<file path="src/rtl/sop_circuit.sv">
// rtl/sop_circuit.sv - registered 4-input sum-of-products evaluator with reprogrammable minterm mask
module sop_circuit #(
  parameter logic [15:0] MINTERMS = 16'hF2E2
) (
  input  logic        clk,
  input  logic        rst_n,
  input  logic        A,
  input  logic        B,
  input  logic        C,
  input  logic        D,
  input  logic        cfg_we,
  input  logic [15:0] cfg_mask,
  output logic        F,
  output logic [15:0] mask_q
);

  logic [3:0] idx;
  logic       f_next;

  // A is the most significant index bit, D the least.
  assign idx    = {A, B, C, D};
  assign f_next = mask_q[idx];

  // Mask register: reset restores the default function and beats a same-edge write.
  always_ff @(posedge clk) begin
    if (!rst_n) begin
      mask_q <= MINTERMS;
    end else if (cfg_we) begin
      mask_q <= cfg_mask;
    end
  end

  // Output register: f_next is built from the pre-edge mask, so a write only
  // changes F from the edge after the strobe.
  always_ff @(posedge clk) begin
    if (!rst_n) begin
      F <= 1'b0;
    end else begin
      F <= f_next;
    end
  end

endmodule

</file>
<file path="config.mk">
export PLATFORM = sky130hd
export DESIGN_NAME = sop_circuit
export DESIGN_NICKNAME = d
export VERILOG_FILES = /design/src/rtl/sop_circuit.sv
export SDC_FILE = /design/constraint.sdc
export NUM_CORES = 1
export LEC_CHECK = 0
export ABC_AREA = 0
export ABC_CLOCK_PERIOD_IN_PS = 2900
export CAP_MARGIN = 10
export CORE_MARGIN = 1
export CORE_UTILIZATION = 40
export CTS_CLUSTER_DIAMETER = 120
export DETAILED_ROUTE_END_ITERATION = 10
export PLACE_DENSITY = 0.93
export SYNTH_ARGS = -nofsm -noshare
export SYNTH_HDL_FRONTEND = slang
export SYNTH_SLANG_ARGS = --single-unit
</file>
<file path="constraint.sdc">
create_clock -name clk -period 2.9 [get_ports clk]
set_clock_uncertainty 0.2 [all_clocks]
set_input_delay 0.58 -clock clk [delete_from_list [all_inputs] [get_ports clk]]
set_output_delay 0.58 -clock clk [all_outputs]
set_load 0.01 [all_outputs]
</file>
==> results of run 1 <==
-- sequential cells by signal, summed over array words and instances, names as in the netlist --
register,flops
F,1
mask_q,16
-- how the worst max path moves through the flow --
stage	endpoint	depth (start not counted)
2_1_floorplan	F$_SDFF_PN0_	4
3_3_place_gp	F$_SDFF_PN0_	4
3_5_place_dp	F$_SDFF_PN0_	4
4_1_cts	F$_SDFF_PN0_	4
5_1_grt	F$_SDFF_PN0_	4
6_report	F$_SDFF_PN0_	4
-- placed cells by master (no fill, tap or decap) --
master / n
buf_4: 1
clkbuf_1: 1
clkbuf_4: 3
clkdlybuf4s50_1: 39
dfxtp_1: 17
mux2i_1: 20
mux4_2: 2
nand2_1: 12
nand3_1: 2
nor2b_1: 8
o211ai_1: 1
o211ai_2: 1
o22ai_1: 1
or2b_1: 1
-- routing by layer --
metal,track usage,up-vias,part of all wire
li1,-,320,-
met1,0.211,286,0.42
met2,0.328,24,0.52
met3,0.0520,0,0.066
met4,0.0545,0,0
met5,0,-,0
-- power by group through the flow --
stage / clock network (mW) / logic [mW] / registers [mW]
after floorplan: 0 / 0.0449 / 0.269
after global placement: 0 / 0.114 / 0.264
after detailed placement: 0 / 0.117 / 0.264
after CTS: 0.127 / 0.118 / 0.259
after global routing: 0.136 / 0.126 / 0.261
final: 0.124 / 0.117 / 0.258
-- logic make-up (layout without fill, tap and decap cells) --
kind of cell,count (synthesis),in the layout,share of synthesized area
compound gates,3,3,0.0349
buf+inv,4,44,0.0366
flops,17,17,0.453
mux,22,22,0.326
simple gates,23,23,0.150
-- stage by stage --
step	cells	total power, mW
after floorplan	69	0.314
after global routing	134	0.523
after CTS	134	0.504
after detailed placement	130	0.381
after global placement	130	0.378
final	134	0.499
-- worst max-delay path: stages --
cell             delay, ps
clkdlybuf4s50_1        690
mux4_2                 570
o211ai_2               150
o22ai_1                100
-- layout make-up --
| cell class | count | area, um2 |
|---|---|---|
| clock buffers | 4 | 26.3 |
| fillers | 147 | 566 |
| multi-input cells | 48 | 384 |
| flip-flops and latches | 17 | 340 |
| well taps | 25 | 31.3 |
| repair buffers | 40 | 398 |
==> impl_results.md, run 1 <==
* Slew @ Worst Pin at 536 ps
* Synthesized flop and latch total at 17
* Worst setup SP type: primary input
* Achievable Freq at 0.471 GHz
* Hold_buf cts at 0
* Setup tns final at 0 ps
* EDFF count, synth at 0
* Num CTS Buffers at 3
* Min-delay src: mask_q[14]$_SDFFE_PN1P_
* Max FO, Critical Path at 6
* Drt pass-1 iters at 4
* Leading area contributor after synthesis: dfxtp_1
* Net Sw Frac at 0.244
* LEAKAGE at 0.492 nW
* Routed vias/inst at 4.70
* Finish-stage setup viols at 0
* Initial antenna violation count at 0
* Core area at 0.00175 mm2
* Clock power frac at 0.248
* P&R area growth vs syn at 56.9%
* Post-CTS sizing at 0
* Worst setup margin at 776 ps
* Placer congestion estimate at 0.821
* Top cell type's share of synthesized area at 0.453
* Asr flop ratio synth at 0
* Post-detail-place hpwl at 1330 um
* PortBufs at 39
* Total clock sinks at 17
* Period minus WS final at 2120 ps
* Via count at 630
* Power density cells at 423 mW/mm2
* Comb power frac at 0.234
* Crit. End Element: flip-flop
* Die height at 45.4 um
* Top-count cell post-synth: mux2i_1
* Number of setup buffers added after CTS at 0
* Pre-CTS setup slack at 485 ps
* Clock transition at path regs at 100 ps
* Placed Area at 0.00115 mm2
* Nets@finish at 133
* Die area at 0.00206 mm2
* Synth cell types at 14
* Rows at 15
* Ports at 40
* Critical Path AT at 2100 ps
* Sequential element share of the synthesized area at 0.453
* Post-synth net total at 92
* Internal at 0.377 mW
* Die W at 45.4 um
* Post-synth top cells: 20 x mux2i_1, 17 x dfxtp_1, 12 x nand2_1
* Largest net degree at the start of global routing at 19
* Top cells by area, synth: dfxtp_1 45%, mux2i_1 27%, nor2b_1 6.7%
* Post-DRT Antenna Nets at 0
* Worst flop-to-flop path startpoint: mask_q[13]$_SDFFE_PN1P_
* RSZ-0062 raised after global routing: no
* Hold violation total from the final report at 0
* Clock Tree Buf Depth at 2
* Register share of total power at 0.518
* WHS Endpoint: mask_q[14]$_SDFFE_PN1P_
* Diode count at 0
* Final Core Density at 0.676
* # DRC at 0
* FF-to-FF End: F$_SDFF_PN0_
* Mean post-synth cell area at 10.9 um2
* Vias in the first global route at 630
* Reg2reg path depth at 3
* Fin area at 0.00118 mm2
* Status: complete, no violations
* Total wire length at 1690 um
* Mapped Cells at 69
* Relative slew slack at 0.642
* Iter 0 DRT Violations at 4
* Yosys warns at 0
* CTS tree: done
* Cell Area, Synth at 752 um2
* CTS H-tree depth at 1
* Critical path origin: D
* Setup CP Type: primary input to flip-flop
* WP data required at 2870 ps
* VDD IR-drop max at 0.000211 V
* Worst hold slack at 309 ps
* Starting Density at 0.431
* Routed wire length per instance at 12.6 um
* Reg2Reg Setup Slack at 1530 ps
* Global-route wire length before repair at 2660 um
* Final worst path period share at 0.732
* Clock Root Buffer: clkbuf_4
* Layout cells sized above 1 at 0.0642
* Pins over their slew limit at 0
* Gr usage total at 0.184
* GRT overflow at 0
* Worst Hold Depth at 2
* Clk Latency, worst-skew pair at 290 ps
* Min-delay worst type: flip-flop to flip-flop
* Max Cap Viol at 0
* P_sw at 0.122 mW
* Commonest register cell after synthesis: dfxtp_1
Power figures use the tool's default switching activity.
==> inputs of run 2 (changes only) <==
--- a/config.mk
+++ b/config.mk
@@ -6,13 +6,13 @@
 export NUM_CORES = 1
 export LEC_CHECK = 0
 export ABC_AREA = 0
-export ABC_CLOCK_PERIOD_IN_PS = 2900
+export ABC_CLOCK_PERIOD_IN_PS = 1800
 export CAP_MARGIN = 10
 export CORE_MARGIN = 1
-export CORE_UTILIZATION = 40
+export CORE_UTILIZATION = 34
 export CTS_CLUSTER_DIAMETER = 120
 export DETAILED_ROUTE_END_ITERATION = 10
-export PLACE_DENSITY = 0.93
+export PLACE_DENSITY = 0.85
 export SYNTH_ARGS = -nofsm -noshare
 export SYNTH_HDL_FRONTEND = slang
 export SYNTH_SLANG_ARGS = --single-unit
==> constraint.sdc (replaced) <==
create_clock -name clk -period 1.8 [get_ports clk]
set_clock_uncertainty 0.2 [all_clocks]
set_input_delay 0.36 -clock clk [delete_from_list [all_inputs] [get_ports clk]]
set_output_delay 0.36 -clock clk [all_outputs]
set_load 0.01 [all_outputs]
==> run 2 against run 1 <==
Compared with the run above:
- count of clock-buffer cells in the layout did not move
- setup slack lost 740 ps
- total power rose by 62%
- die area is 17% higher
- hold slack lost 1.1 ps
- clock power rose by 60%
- register-to-register slack got worse by 1100 ps
- via count up 6.5%
- highest routed layer is now met4
==> impl_results.md, run 2 (synthesis results as in run 1) <==
* Most flops, register: mask_q (unchanged)
* CP peak stage delay at 550 ps (was 690 ps)
* Setup CP Type: flip-flop to primary output (was primary input to flip-flop)
* Clk Latency, worst-skew pair at 280 ps (was 290 ps)
* Fin area at 0.00124 mm2 (was 0.00118 mm2)
* Die height at 49.0 um (was 45.4 um)
* Worst Hold Depth at 2 (unchanged)
* Comb power frac at 0.239 (was 0.234)
* CTS H-tree depth at 1 (unchanged)
* Max reg flops at 16 (unchanged)
* Period minus WS final at 1770 ps
* Final worst path period share at 0.981
* Initial antenna violation count at 0 (unchanged)
* Total clock sinks at 17 (unchanged)
* Critical Path AT at 1210 ps (was 2100 ps)
* Nets@finish at 138 (was 133)
* CTS tree: done (unchanged)
* Max FO, Critical Path at 3 (was 6)
* Die area at 0.00240 mm2 (was 0.00206 mm2)
* LEAKAGE at 0.554 nW (was 0.492 nW)
* Gr usage total at 0.159 (was 0.184)
* Hold violation total from the final report at 0 (unchanged)
* CP Buf/Inv Count at 1 (unchanged)
* Most frequent cells in the layout: 30 x clkdlybuf4s50_1, 20 x mux2i_1, 15 x dfxtp_1 (was 39 x clkdlybuf4s50_1, 20 x mux2i_1, 17 x dfxtp_1)
* Drt pass-1 iters at 4 (unchanged)
* Clock power frac at 0.246 (was 0.248)
* Starting Density at 0.372 (was 0.431)
* Finish-stage setup viols at 0 (unchanged)
* Placer congestion estimate at 0.886 (was 0.821)
* PortBufs at 39 (unchanged)
* Power density cells at 650 mW/mm2 (was 423 mW/mm2)
* Layout cells sized above 1 at 0.123 (was 0.0642)
* Num CTS Buffers at 3 (unchanged)
* FF-to-FF End: F$_SDFF_PN0_ (unchanged)
* Min-delay worst type: flip-flop to flip-flop (unchanged)
* Routed wire length per instance at 12.9 um (was 12.6 um)
* Commonest non-fill, non-tap cell in the layout: clkdlybuf4s50_1 (unchanged)
* Slowest cell on crit path: clkdlybuf4s50_1 (unchanged)
* Clock transition at path regs at 90 ps (was 100 ps)
* Clock Root Buffer: clkbuf_4 (unchanged)
* Final Core Density at 0.616 (was 0.676)
* Pins over their slew limit at 0 (unchanged)
* Reg2reg path depth at 3 (unchanged)
* WP data required at 1240 ps (was 2870 ps)
* RSZ-0062 raised after global routing: no (unchanged)
* Max Cap Viol at 0 (unchanged)
* Overall power at 0.809 mW (was 0.499 mW)
* Biggest regs: mask_q x16, F x1 (unchanged)
* Top delay family on crit path: buffers and inverters (unchanged)
* Placed cells at 137 (was 130)
* Iter 0 DRT Violations at 14 (was 4)
* VDD IR-drop max at 0.000404 V (was 0.000211 V)
* Largest net degree at the start of global routing at 10 (was 19)
* P_sw at 0.198 mW (was 0.122 mW)
* Min-delay src: mask_q[12]$_SDFFE_PN1P_ (was mask_q[14]$_SDFFE_PN1P_)
* Crit-path cells: clkdlybuf4s50_1 (was clkdlybuf4s50_1 -> mux4_2 -> o211ai_2 -> o22ai_1)
* Worst setup SP type: flip-flop (was primary input)
* # DRC at 0 (unchanged)
* Relative slew slack at 0.886 (was 0.642)
* Die W at 49.0 um (was 45.4 um)
* Internal at 0.612 mW (was 0.377 mW)
* Vias in the first global route at 653 (was 630)
* Total wire length at 1820 um (was 1690 um)
* Clock Tree Buf Depth at 2 (unchanged)
* Net Sw Frac at 0.244 (about the same)
* Setup tns final at 0 ps (unchanged)
* Routed vias/inst at 4.76 (was 4.70)
* Slew @ Worst Pin at 167 ps (was 536 ps)
* Global-route wire length before repair at 2880 um (was 2660 um)
* Worst flop-to-flop path startpoint: mask_q[13]$_SDFFE_PN1P_ (unchanged)
* Crit. End Element: primary output (was flip-flop)
* GRT overflow at 0 (unchanged)
* Non-Filler Instances at 141 (was 134)
* Post-detail-place hpwl at 1430 um (was 1330 um)
* Core area at 0.00202 mm2 (was 0.00175 mm2)
* Diode count at 0 (unchanged)
* Register share of total power at 0.515 (was 0.518)
* Via count at 671 (was 630)
* P&R area growth vs syn at 65.6% (was 56.9%)
* Status: complete, no violations (unchanged)
* Critical path origin: mask_q[0]$_SDFFE_PN0P_ (was D)
* Rows at 16 (was 15)
* Reg2Reg Setup Slack at 400 ps (was 1530 ps)
* WHS Endpoint: mask_q[12]$_SDFFE_PN1P_ (was mask_q[14]$_SDFFE_PN1P_)
* Post-DRT Antenna Nets at 0 (unchanged)
* Achievable Freq at 0.566 GHz
* Ports at 40 (unchanged)
* Placed Area at 0.00119 mm2 (was 0.00115 mm2)
run 2: cell types whose count changed in the layout (fill, tap and decap cells not counted), sizes merged:
cell / before / now
buf: 1 / 6
dlymetal6s2s: 0 / 9
clkdlybuf4s50: 39 / 30
run 2: through the flow:
step | hold slack [ps] | setup WS, ps
floorplan | 288 | 291
global placement | 289 | -205
finish | 308 | 34.7
CTS | 316 | 14.1
global route | 345 | 0.302
detailed placement | 285 | -242
run 2: how the worst max path moves through the flow:
| stage | cells after the start | slack (ps) | to |
|---|---|---|---|
| finish | 1 | 30 | mask_q[0] |
| global route | 1 | 0.3 | mask_q[3] |
| CTS | 1 | 10 | mask_q[13] |
| detailed placement | 4 | -240 | F$_SDFF_PN0_ |
| global placement | 4 | -200 | F$_SDFF_PN0_ |
| floorplan | 4 | 290 | F$_SDFF_PN0_ |
run 2: layout make-up:
type                            instances  area [um2]
Fill cell                             169         777
Timing Repair Buffer                   45         458
Multi-Input combinational cell         48         384
Sequential cell                        17         343
Tap cell                               27        33.8
Clock buffer                            4        26.3
run 2: timing repair:
| action | CTS | global route |
|---|---|---|
| buffers inserted | 0 | 0 |
| hold buffers | 0 | 0 |
| resized for setup | 0 | 11 |
| endpoints found under the setup margin | 0 | 11 |
run 2: power by group through the flow:
stage                     combinational (mW)  clock, mW  sequential, mW
final                                  0.193      0.199           0.417
after global routing                   0.207      0.226           0.421
after CTS                              0.197      0.198           0.418
after detailed placement               0.196          0           0.427
after global placement                 0.192          0           0.426
after floorplan                       0.0724          0           0.434
run 2: per-layer routing:
layer / wire length (um) / GRT usage / vias to the layer above
li1: - / - / 330
met4: 34 / 0.0735 / 0
met1: 796 / 0.178 / 304
met3: 128 / 0.0374 / 5
met5: 0 / 0 / -
met2: 861 / 0.282 / 32
